==> src/rtl/fetch_pkg.sv <==
// Shared fetch-stage definitions: FSM state encoding, default widths, NOP and boot vector.
package fetch_pkg;

  localparam int unsigned ADDR_W_DEF         = 16;
  localparam int unsigned INSTR_W_DEF        = 16;
  localparam int unsigned RESET_VEC_ADDR_DEF = 0;
  localparam int unsigned CNT_W              = 16;

  localparam logic [INSTR_W_DEF-1:0] NOP_INSTR = '0;

  typedef enum logic [1:0] {
    ST_BOOT   = 2'd0,
    ST_RUN    = 2'd1,
    ST_HALTED = 2'd2
  } fetch_state_e;

endpackage

==> src/rtl/ifid_pipe_reg.sv <==
// IF/ID pipeline register: bubble clears to a NOP, load captures the fetch, otherwise holds.
module ifid_pipe_reg
  import fetch_pkg::*;
#(
  parameter int unsigned ADDR_W  = ADDR_W_DEF,
  parameter int unsigned INSTR_W = INSTR_W_DEF
) (
  input  logic               clk,
  input  logic               rst_n,
  input  logic               load_i,
  input  logic               bubble_i,
  input  logic [INSTR_W-1:0] instr_i,
  input  logic [ADDR_W-1:0]  pc_plus1_i,
  output logic [INSTR_W-1:0] instr_o,
  output logic [ADDR_W-1:0]  pc_plus1_o,
  output logic               valid_o
);

  logic [INSTR_W-1:0] instr_q;
  logic [ADDR_W-1:0]  pc_plus1_q;
  logic               valid_q;

  // Bubble beats load so a squash can never leak a fetched word into decode.
  always_ff @(posedge clk or negedge rst_n) begin
    if (!rst_n) begin
      instr_q    <= '0;
      pc_plus1_q <= '0;
      valid_q    <= 1'b0;
    end else if (bubble_i) begin
      instr_q    <= INSTR_W'(NOP_INSTR);
      pc_plus1_q <= '0;
      valid_q    <= 1'b0;
    end else if (load_i) begin
      instr_q    <= instr_i;
      pc_plus1_q <= pc_plus1_i;
      valid_q    <= 1'b1;
    end
  end

  assign instr_o    = instr_q;
  assign pc_plus1_o = pc_plus1_q;
  assign valid_o    = valid_q;

endmodule

==> src/rtl/if_pc_sequencer.sv <==
// Instruction-fetch PC sequencer: boot-vector load, PC update with redirect/halt/stall/flush.
// Optional FETCH_REDIRECT_COUNT_EN adds a saturating redirect_count output.
module if_pc_sequencer
  import fetch_pkg::*;
#(
  parameter int unsigned ADDR_W         = ADDR_W_DEF,
  parameter int unsigned INSTR_W        = INSTR_W_DEF,
  parameter int unsigned RESET_VEC_ADDR = RESET_VEC_ADDR_DEF
) (
  input  logic               clk,
  input  logic               reset,
  input  logic               stall,
  input  logic               flush,
  input  logic               redirect_valid,
  input  logic [ADDR_W-1:0]  redirect_pc,
  input  logic               halt,
  input  logic [INSTR_W-1:0] imem_rdata,
  output logic [ADDR_W-1:0]  imem_addr,
  output logic [INSTR_W-1:0] ifid_instr,
  output logic [ADDR_W-1:0]  ifid_pc_plus1,
  output logic               ifid_valid,
`ifdef FETCH_REDIRECT_COUNT_EN
  output logic [CNT_W-1:0]   redirect_count,
`endif
  output logic               boot_done
);

  fetch_state_e      state_q, state_d;
  logic [ADDR_W-1:0] pc_q, pc_d;
  logic              boot_done_q, boot_done_d;
  logic              ifid_load, ifid_bubble;
`ifdef FETCH_REDIRECT_COUNT_EN
  logic [CNT_W-1:0]  redir_cnt_q;
  logic              redir_inc;
`endif

  always_ff @(posedge clk or negedge reset) begin
    if (!reset) begin
      state_q     <= ST_BOOT;
      pc_q        <= '0;
      boot_done_q <= 1'b0;
    end else begin
      state_q     <= state_d;
      pc_q        <= pc_d;
      boot_done_q <= boot_done_d;
    end
  end

  // Priority in RUN: redirect > halt > stall > normal fetch.
  always_comb begin
    state_d     = state_q;
    pc_d        = pc_q;
    boot_done_d = boot_done_q;
    ifid_load   = 1'b0;
    ifid_bubble = 1'b0;
`ifdef FETCH_REDIRECT_COUNT_EN
    redir_inc   = 1'b0;
`endif
    case (state_q)
      ST_BOOT: begin
        pc_d        = ADDR_W'(imem_rdata);
        state_d     = ST_RUN;
        boot_done_d = 1'b1;
      end
      ST_RUN: begin
        if (redirect_valid) begin
          pc_d        = redirect_pc;
          ifid_bubble = 1'b1;
`ifdef FETCH_REDIRECT_COUNT_EN
          redir_inc   = 1'b1;
`endif
        end else if (halt) begin
          state_d     = ST_HALTED;
          ifid_bubble = 1'b1;
        end else if (stall) begin
          ifid_bubble = flush;
        end else begin
          pc_d        = pc_q + ADDR_W'(1);
          ifid_bubble = flush;
          ifid_load   = ~flush;
        end
      end
      ST_HALTED: begin
        state_d = ST_HALTED;
      end
      default: begin
        state_d = ST_BOOT;
      end
    endcase
  end

`ifdef FETCH_REDIRECT_COUNT_EN
  always_ff @(posedge clk or negedge reset) begin
    if (!reset) begin
      redir_cnt_q <= '0;
    end else if (redir_inc && (redir_cnt_q != {CNT_W{1'b1}})) begin
      redir_cnt_q <= redir_cnt_q + CNT_W'(1);
    end
  end

  assign redirect_count = redir_cnt_q;
`endif

  ifid_pipe_reg #(
    .ADDR_W (ADDR_W),
    .INSTR_W(INSTR_W)
  ) u_ifid (
    .clk       (clk),
    .rst_n     (reset),
    .load_i    (ifid_load),
    .bubble_i  (ifid_bubble),
    .instr_i   (imem_rdata),
    .pc_plus1_i(pc_q + ADDR_W'(1)),
    .instr_o   (ifid_instr),
    .pc_plus1_o(ifid_pc_plus1),
    .valid_o   (ifid_valid)
  );

  assign imem_addr = (state_q == ST_BOOT) ? ADDR_W'(RESET_VEC_ADDR) : pc_q;
  assign boot_done = boot_done_q;

endmodule

==> config.mk <==
export PLATFORM = sky130hd
export DESIGN_NAME = if_pc_sequencer
export DESIGN_NICKNAME = d
export VERILOG_FILES = /design/src/rtl/fetch_pkg.sv /design/src/rtl/ifid_pipe_reg.sv /design/src/rtl/if_pc_sequencer.sv
export SDC_FILE = /design/constraint.sdc
export NUM_CORES = 1
export LEC_CHECK = 0
export CAP_MARGIN = 20
export CORE_ASPECT_RATIO = 0.7
export CORE_MARGIN = 3
export CORE_UTILIZATION = 47
export DETAILED_ROUTE_END_ITERATION = 8
export GPL_ROUTABILITY_DRIVEN = 0
export GPL_TIMING_DRIVEN = 0
export PLACE_DENSITY = 0.8
export SYNTH_ARGS = -nofsm -noshare
export SYNTH_HDL_FRONTEND = slang
export SYNTH_HIERARCHICAL = 1
export SYNTH_SLANG_ARGS = --single-unit
==> constraint.sdc <==
create_clock -name clk -period 2.42 [get_ports clk]
set_input_delay 0.363 -clock clk [delete_from_list [all_inputs] [get_ports clk]]
set_output_delay 0.363 -clock clk [all_outputs]
set_load 0.02 [all_outputs]
==> results of run 1 <==
==> state kept, by name, indices dropped and copies added (netlist names) <==
name	cells
u_ifid/pc_plus1_o	16
pc_q	16
u_ifid/instr_o	16
u_ifid/valid_o	1
boot_done	1
state_q	2
==> routing by layer <==
layer | GRT usage | vias to the layer above | share of wire
met5 | 0 | - | 0
met4 | 0.0667 | 0 | 0.014
met3 | 0.0671 | 12 | 0.088
met2 | 0.353 | 108 | 0.44
met1 | 0.336 | 1263 | 0.45
li1 | - | 1198 | -
==> report_power, final <==
group	leakage (µW)	switching (µW)	internal (µW)
clock	0.0000455	288	234
combinational	0.00114	1320	958
sequential	0.000683	226	1110
total	0.00186	1830	2300
==> layout make-up <==
cell class | count | area, µm² | area share
Buffer | 20 | 145 | 0.0364
Clock buffer | 8 | 90.1 | 0.0226
Inverter | 9 | 33.8 | 0.00848
Multi-Input combinational cell | 214 | 1410 | 0.355
Sequential cell | 52 | 1300 | 0.327
Tap cell | 75 | 93.8 | 0.0236
Timing Repair Buffer | 87 | 905 | 0.227
==> path summary, 6_finish.rpt <==
path | slack, ps | cells past startpoint | startpoint | end
max reg2reg | 240 | 9 | state_q[1] | u_ifid/instr_o[0]
max in group asynchronous | 1900 | 2 | reset | state_q[1]
min reg2reg | 480 | 1 | boot_done | boot_done
max | 240 | 9 | state_q[1] | u_ifid/instr_o[0]
min | -10 | 1 | reset | u_ifid/pc_plus1_o[7]
min in group clk | 480 | 1 | boot_done | boot_done
==> placed cells by master (no fill, tap or decap), types with 3 or more instances in the layout <==
cell type,n
dfrtp_1,52
inv_1,8
o21bai_1,3
nand2_1,19
nand3_1,10
nor2b_1,17
clkdlybuf4s50_1,69
nand4_1,3
o21ai_0,17
dlymetal6s2s_1,13
a21oi_1,8
clkbuf_2,3
dlygate4sd2_1,3
buf_2,6
and3_1,7
ha_1,3
xor2_1,3
mux2i_1,39
a32oi_1,3
xnor2_1,11
buf_12,4
clkbuf_1,9
nor2_1,47
clkbuf_8,6
==> per-stage QoR <==
| stage | std cells | setup TNS, ps | util | hold WS, ps | cell area (µm²) |
|---|---|---|---|---|---|
| after detailed placement | 457 | 0 | 0.660 | 339 | 3860 |
| final | 465 | 0 | 0.682 | -13.0 | 3980 |
| after global routing | 465 | 0 | 0.682 | 21.9 | 3980 |
| after floorplan | 295 | 0 | - | 67.4 | 2890 |
| after CTS | 465 | 0 | 0.676 | 4.14 | 3950 |
| after global placement | 456 | -30140 | 0.658 | 453 | 3840 |
==> cell families (layout without fill, tap and decap cells) <==
| group | after synthesis | after routing | synth area share |
|---|---|---|---|
| compound gates | 43 | 43 | 0.0945 |
| mux | 40 | 40 | 0.139 |
| xor+xnor | 14 | 14 | 0.0425 |
| buf+inv | 29 | 124 | 0.0598 |
| flops | 52 | 52 | 0.451 |
| fa+ha+maj | 3 | 3 | 0.0130 |
| simple gates | 114 | 114 | 0.201 |
==> repair_timing <==
item	in CTS	in global routing
setup buffers	0	0
pin swaps	0	0
endpoints found under the setup margin	16	33
gates resized for setup	6	15
hold buffers	0	0
==> metrics.yaml, run 1 <==
crit_family: "simple AND/OR/NAND/NOR gates"
via_per_inst: 5.55
h-tree-depth: 2
cts_buffers: 5
rsz0062_at_grt: "false"
hold_violations: 18
fin_crit_sh: 0.899
critPathSlowestCell: "dfrtp_1"
synthCells: 295
hpwl_mm: 6.02
synth.distinct_cells: 41
report.power.total_uw: 4130
startpoint_type: "flop"
drc: 0
gr-total-overflow: 0
syn_nets: 336
finalSetupViolations: 0
firstDrtPassIters: 4
crit_top_cell: "nor2_1"
core.rowCount: 23
drt_iter0_drc: 118
ant_nets: 0
synth_most_common_cell: "dfrtp_1"
die_w_um: 99.7
io_buffers: 86
crit_chain: "inv_1 -> ha_1 -> nor2b_1 -> nand2_1 -> nor2_1 -> buf_6 -> buf_12 -> mux2i_1 -> nor2_1"
required_ps: 2610
grt_pass1_vias: 2620
fmax_mhz: 460
dr_total_vias: 2581
synth_edf_count: 0
ys.flop_type: "dfrtp_1"
min_period_ps: 2180
slowest_delay_ps: 370
ys_async_sr_fraction: 1.00
layout-drive-gt1-share: 0.0718
die_area_mm2: 0.00714
core_mm2: 0.00584
fin_nets: 430
antenna_found_initial: 0
grt_pass1_wl_mm: 13.1
ioPinCount: 88
power_leakage_uw: 0.00186
worstPathMaxFanout: 10
ys_seq_elements: 52
ys_seq_area_frac: 0.451
synthesis.area_mm2: 0.00289
diodes: 0
synth_top_area_frac: 0.451
drv_slew: 0
die_h_um: 71.6
maxSlewHeadroom: 0.647
timing.critical_path.buf_inv: 3
tritoncts: "done"
wl_per_cell_um: 17.4
violations: "negative hold slack"
synth_common_cells: "52 x dfrtp_1, 47 x nor2_1, 39 x mux2i_1, 19 x nand2_1"
grt_max_degree: 35
end_kind: "flop"
syn_to_final_growth_pct: 37.9
cts_sinks: 52
worst_pin_slew_ps: 530
crit_type: "reg -> reg"
max_cap_viol_count: 0
avgSynthCellArea_um2: 9.79
yosysTopAreaCell: "dfrtp_1"
drt-total-wl_mm: 8.10
status: "complete, but fails checks"
ir_drop_mv: 0.405
setup_ws_ps: 244
yosys_warnings: 6
synth_area_leaders: "dfrtp_1 45%, mux2i_1 14%, nor2_1 6.1%, nor2b_1 3.7%, xnor2_1 3.3%"
fill_cells: 492
powerDensity_mw_per_mm2: 1040
cp.arrival_ps: 2360
track_usage: 0.236
skew_ps: 1.96
clock_latency_ps: 310
start_util: 0.494
worst_hold_slack_ps: -13.0
clock_path_buffers: 2
worstHoldPathType: "in -> async"
cts-root-buf: "clkbuf_8"
dpl_worst_slack_ps: 59.2
path_clk_slew_ps: 90
No activity file was read; power rests on OpenSTA's default activity.
==> inputs of run 2 (changes only) <==
--- a/config.mk
+++ b/config.mk
@@ -7,8 +7,8 @@
 export LEC_CHECK = 0
 export CAP_MARGIN = 20
 export CORE_ASPECT_RATIO = 0.7
-export CORE_MARGIN = 3
 export CORE_UTILIZATION = 47
+export CTS_BUF_LIST = sky130_fd_sc_hd__clkbuf_8 sky130_fd_sc_hd__clkbuf_16
 export DETAILED_ROUTE_END_ITERATION = 8
 export GPL_ROUTABILITY_DRIVEN = 0
 export GPL_TIMING_DRIVEN = 0
==> run 2 against run 1 <==
- critical path depth shrank 4
- the flow now finishes without violations
- utilization rose by 0.55 points
- critical path type is now reg -> out
- register-to-register slack improved by 20 ps
- design area increased by 0.31%
- via count shrank 1.9%
- global-route usage rose by 2.7 points
- combinational power is essentially flat
==> metrics.yaml, run 2 (synthesis results as in run 1) <==
core.rowCount: 23
layout_common_cells: "70 x clkdlybuf4s50_1, 52 x dfrtp_1, 47 x nor2_1"
start_util: 0.497
wl_per_cell_um: 17.2
placedCellCount: 457
grt_pass1_vias: 2514
min_period_ps: 2320
io_buffers: 86
fin_crit_sh: 0.958
cts_buffers: 5
max_cap_viol_count: 0
cp.arrival_ps: 1960
layout-drive-gt1-share: 0.0771
fmax_mhz: 431
core_mm2: 0.00581
powerDensity_mw_per_mm2: 1040
grt_max_degree: 33
h-tree-depth: 2
cts_sinks: 52
grt_pass1_wl_mm: 12.6
required_ps: 2060
drt-total-wl_mm: 7.96
drc: 0
r2r_slack_ps: 260
worstHoldPathType: "in -> async"
diodes: 0
skew_ps: 4.33
die_area_mm2: 0.00647
crit_chain: "inv_1 -> ha_1 -> clkbuf_4 -> nor2_1 -> clkdlybuf4s50_1"
power_leakage_uw: 0.00188
startpoint_type: "flop"
hold_violations: 0
track_usage: 0.263
tritoncts: "done"
rsz0062_at_grt: "false"
clock_path_buffers: 2
final_common_cell: "clkdlybuf4s50_1"
gr-total-overflow: 0
drv_slew: 0
ir_drop_mv: 0.452
worst_hold_slack_ps: 20.0
cts-root-buf: "clkbuf_8"
path_clk_slew_ps: 90
dr_total_vias: 2533
worstPathMaxFanout: 10
cts_setup_buffers: 0
via_per_inst: 5.46
maxSlewHeadroom: 0.643
die_h_um: 67.6
cts_hold_buf: 0
status: "completed"
fin_nets: 430
timing.critical_path.buf_inv: 3
critPathSlowestCell: "clkdlybuf4s50_1"
drt_iter0_drc: 168
antenna_found_initial: 0
clock_latency_ps: 310
firstDrtPassIters: 4
crit_family: "buffers and inverters"
syn_to_final_growth_pct: 38.3
fin_cells: 464
crit_type: "reg -> out"
die_w_um: 95.7
worst_pin_slew_ps: 535
slowest_delay_ps: 600
end_kind: "output port"
ioPinCount: 88
ant_nets: 0
hpwl_mm: 5.93
finalSetupViolations: 0
-- run 2: cell type report --
type | count | area (µm²)
fillers | 443 | 1820
multi-input cells | 214 | 1410
flip-flops and latches | 52 | 1300
repair buffers | 87 | 910
plain buffers | 20 | 146
clock buffers | 7 | 96.3
well taps | 75 | 93.8
inverters | 9 | 33.8
-- run 2: what timing repair did --
action	in CTS	in global routing
setup endpoints to repair	16	35
resized for setup	3	20
pin swaps	0	0
-- run 2: per-layer routing --
metal	global-route usage	share of wire
met1	0.367	0.46
met2	0.422	0.45
met3	0.0563	0.074
met4	0.0560	0.015
met5	0	0
-- run 2: final timing paths --
path,from,endpoint,depth (start not counted)
min in group clk,boot_done,boot_done,1
setup reg to reg,state_q[1],u_ifid/instr_o[10],9
hold reg to reg,boot_done,boot_done,1
hold / removal,reset,u_ifid/pc_plus1_o[8],1
max in group asynchronous,reset,u_ifid/instr_o[13],2
setup / recovery,state_q[0],imem_addr[9],5
-- run 2: worst reg2reg max path, stage by stage, from the launching register on --
cell and delay [ps]:
dfrtp_1 370, inv_1 100, ha_1 190, nor2b_1 330, nand2_1 250, nor2_1 180, buf_6 180, buf_12 160
mux2i_1 240, nor2_1 60
-- run 2: through the flow --
| stage | setup TNS, ps | util | area (µm²) | power [µW] | setup slack [ps] |
|---|---|---|---|---|---|
| after floorplan | 0 | - | 2890 | 2710 | 674 |
| after global placement | -30790 | 0.661 | 3840 | 3560 | -595 |
| after detailed placement | 0 | 0.664 | 3860 | 3630 | 112 |
| after CTS | 0 | 0.680 | 3960 | 4170 | 4.86 |
| after global routing | 0 | 0.687 | 4000 | 4440 | 25.2 |
| final | 0 | 0.687 | 4000 | 4160 | 102 |
-- run 2: power breakdown --
part	switching [µW]	internal [µW]	total [µW]
combinational	1310	971	2290
sequential	229	1110	1340
clock	284	255	539
==> inputs of run 3 (changes only) <==
--- a/config.mk
+++ b/config.mk
@@ -6,13 +6,15 @@
 export NUM_CORES = 1
 export LEC_CHECK = 0
 export CAP_MARGIN = 20
+export CELL_PAD_IN_SITES_DETAIL_PLACEMENT = 0
+export CELL_PAD_IN_SITES_GLOBAL_PLACEMENT = 1
 export CORE_ASPECT_RATIO = 0.7
-export CORE_UTILIZATION = 47
+export CORE_UTILIZATION = 35
 export CTS_BUF_LIST = sky130_fd_sc_hd__clkbuf_8 sky130_fd_sc_hd__clkbuf_16
 export DETAILED_ROUTE_END_ITERATION = 8
 export GPL_ROUTABILITY_DRIVEN = 0
 export GPL_TIMING_DRIVEN = 0
-export PLACE_DENSITY = 0.8
+export PLACE_DENSITY_LB_ADDON = 0.1
 export SYNTH_ARGS = -nofsm -noshare
 export SYNTH_HDL_FRONTEND = slang
 export SYNTH_HIERARCHICAL = 1
==> run 3 against run 2 <==
- non-clock buffer count did not move
- first-iteration DRC count decreased by 38%
- global-route usage decreased by 6.0 points
- sequential power about the same
- clock power up 40%
- critical path type unchanged
- design area up 1.8%
- clock skew grew 2.0 ps
- combinational power about the same
==> metrics.yaml, run 3 (synthesis results as in run 1) <==
dpl_cell_area_mm2: 0.00389
cp.arrival_ps: 1960
worstHoldPathType: "in -> async"
antenna_found_initial: 0
gr-total-overflow: 0
hpwl_mm: 6.18
setup_ws_ps: 94.9
cts_setup_buffers: 0
drc: 0
drv_slew: 0
crit_type: "reg -> out"
via_per_inst: 4.95
fin_area_mm2: 0.00407
die_area_mm2: 0.00862
ant_nets: 0
required_ps: 2060
die_w_um: 111
maxSlewHeadroom: 0.611
r2r-end: "u_ifid/instr_o[0]"
firstDrtPassIters: 4
fin_nets: 430
worstPathMaxFanout: 10
clock_latency_ps: 290
drt-total-wl_mm: 8.38
tritoncts: "done"
dpl_worst_slack_ps: -62.7
startpoint_type: "flop"
worst_pin_slew_ps: 583
grt_pass1_wl_mm: 13.6
core_mm2: 0.00794
clock_path_buffers: 2
skew_ps: 6.31
start_util: 0.364
wl_per_cell_um: 17.1
cts_sinks: 52
diodes: 0
final_common_cell: "clkdlybuf4s50_1"
r2r_slack_ps: 150
fin_crit_sh: 0.961
fill_cells: 775
min_period_ps: 2330
ir_drop_mv: 0.444
die_h_um: 78.0
powerDensity_mw_per_mm2: 1080
drt_iter0_drc: 104
postLayoutCoreUtil: 0.512
track_usage: 0.203
cts-root-buf: "clkbuf_16"
r2r-start: "state_q[1]"
finalSetupViolations: 0
cts_buffers: 5
io_buffers: 86
power_leakage_uw: 0.00183
path_clk_slew_ps: 70
fmax_mhz: 430
dr_total_vias: 2424
grt_pass1_vias: 2511
syn_to_final_growth_pct: 40.9
max_cap_viol_count: 0
h-tree-depth: 2
end_kind: "output port"
grt_max_degree: 35
hold_violations: 0
rr_worst_depth: 8
ioPinCount: 88
status: "completed"
rsz0062_at_grt: "false"
layout-drive-gt1-share: 0.0771
layout_common_cells: "77 x clkdlybuf4s50_1, 52 x dfrtp_1, 47 x nor2_1"
core.rowCount: 27
-- run 3: changes by cell type in the layout (fill, tap and decap cells not counted), sizes merged --
cell	previous run	this run
buf	11	13
dlymetal6s2s	14	8
dlygate4sd2	1	0
clkbuf	18	16
clkdlybuf4s50	70	77
-- run 3: repair_timing --
| item | CTS | global route |
|---|---|---|
| hold buffers | 0 | 0 |
| endpoints found under the hold margin | 0 | 0 |
| endpoints found under the setup margin | 36 | 15 |
| pin swaps | 0 | 0 |
| resized for setup | 4 | 10 |
-- run 3: worst max path at each step --
stage | start | to | slack [ps] | cells past startpoint
after global placement | reset | u_ifid/valid_o | -780 | 1
after CTS | state_q[0] | imem_addr[15] | 20 | 5
final | state_q[0] | imem_addr[7] | 90 | 5
after global routing | state_q[1] | u_ifid/instr_o[10] | 0.8 | 8
after detailed placement | state_q[1] | u_ifid/instr_o[10] | -60 | 8
after floorplan | state_q[1] | u_ifid/pc_plus1_o[10] | 670 | 9
-- run 3: per-layer routing --
layer,vias up,global-route usage,share of wire
li1,1196,-,-
met1,1163,0.313,0.55
met2,63,0.293,0.41
met3,2,0.0359,0.034
met4,0,0.0400,0.0029
met5,-,0,0
-- run 3: cell type report --
type                    instances  area, µm²  share of cell area
multi-input cells             214       1410               0.348
flip-flops and latches         52       1300               0.320
repair buffers                 87        896               0.220
clock buffers                   7        153              0.0375
plain buffers                  20        144              0.0354
well taps                     101        126              0.0311
inverters                       9       33.8             0.00831
-- run 3: worst max-delay path, stage by stage (launching register included) --
cell	delay, ps
dfrtp_1	360
inv_1	60
ha_1	260
clkbuf_2	230
nor2b_1	160
clkdlybuf4s50_1	610
-- run 3: power by group --
| group | leakage [µW] | switching (µW) | internal (µW) |
|---|---|---|---|
| clock | 0.0000760 | 322 | 436 |
| sequential | 0.000683 | 223 | 1110 |
| combinational | 0.00107 | 1320 | 986 |
-- run 3: stage by stage --
step                      setup TNS (ps)  hold slack [ps]  total power (µW)  std cells
after floorplan                        0             67.4              2710        295
after global placement            -40860              451              3640        482
after detailed placement            -686              345              3670        483
after CTS                              0             32.8              4440        490
after global routing                   0             40.9              4690        490
final                                  0             19.9              4400        490
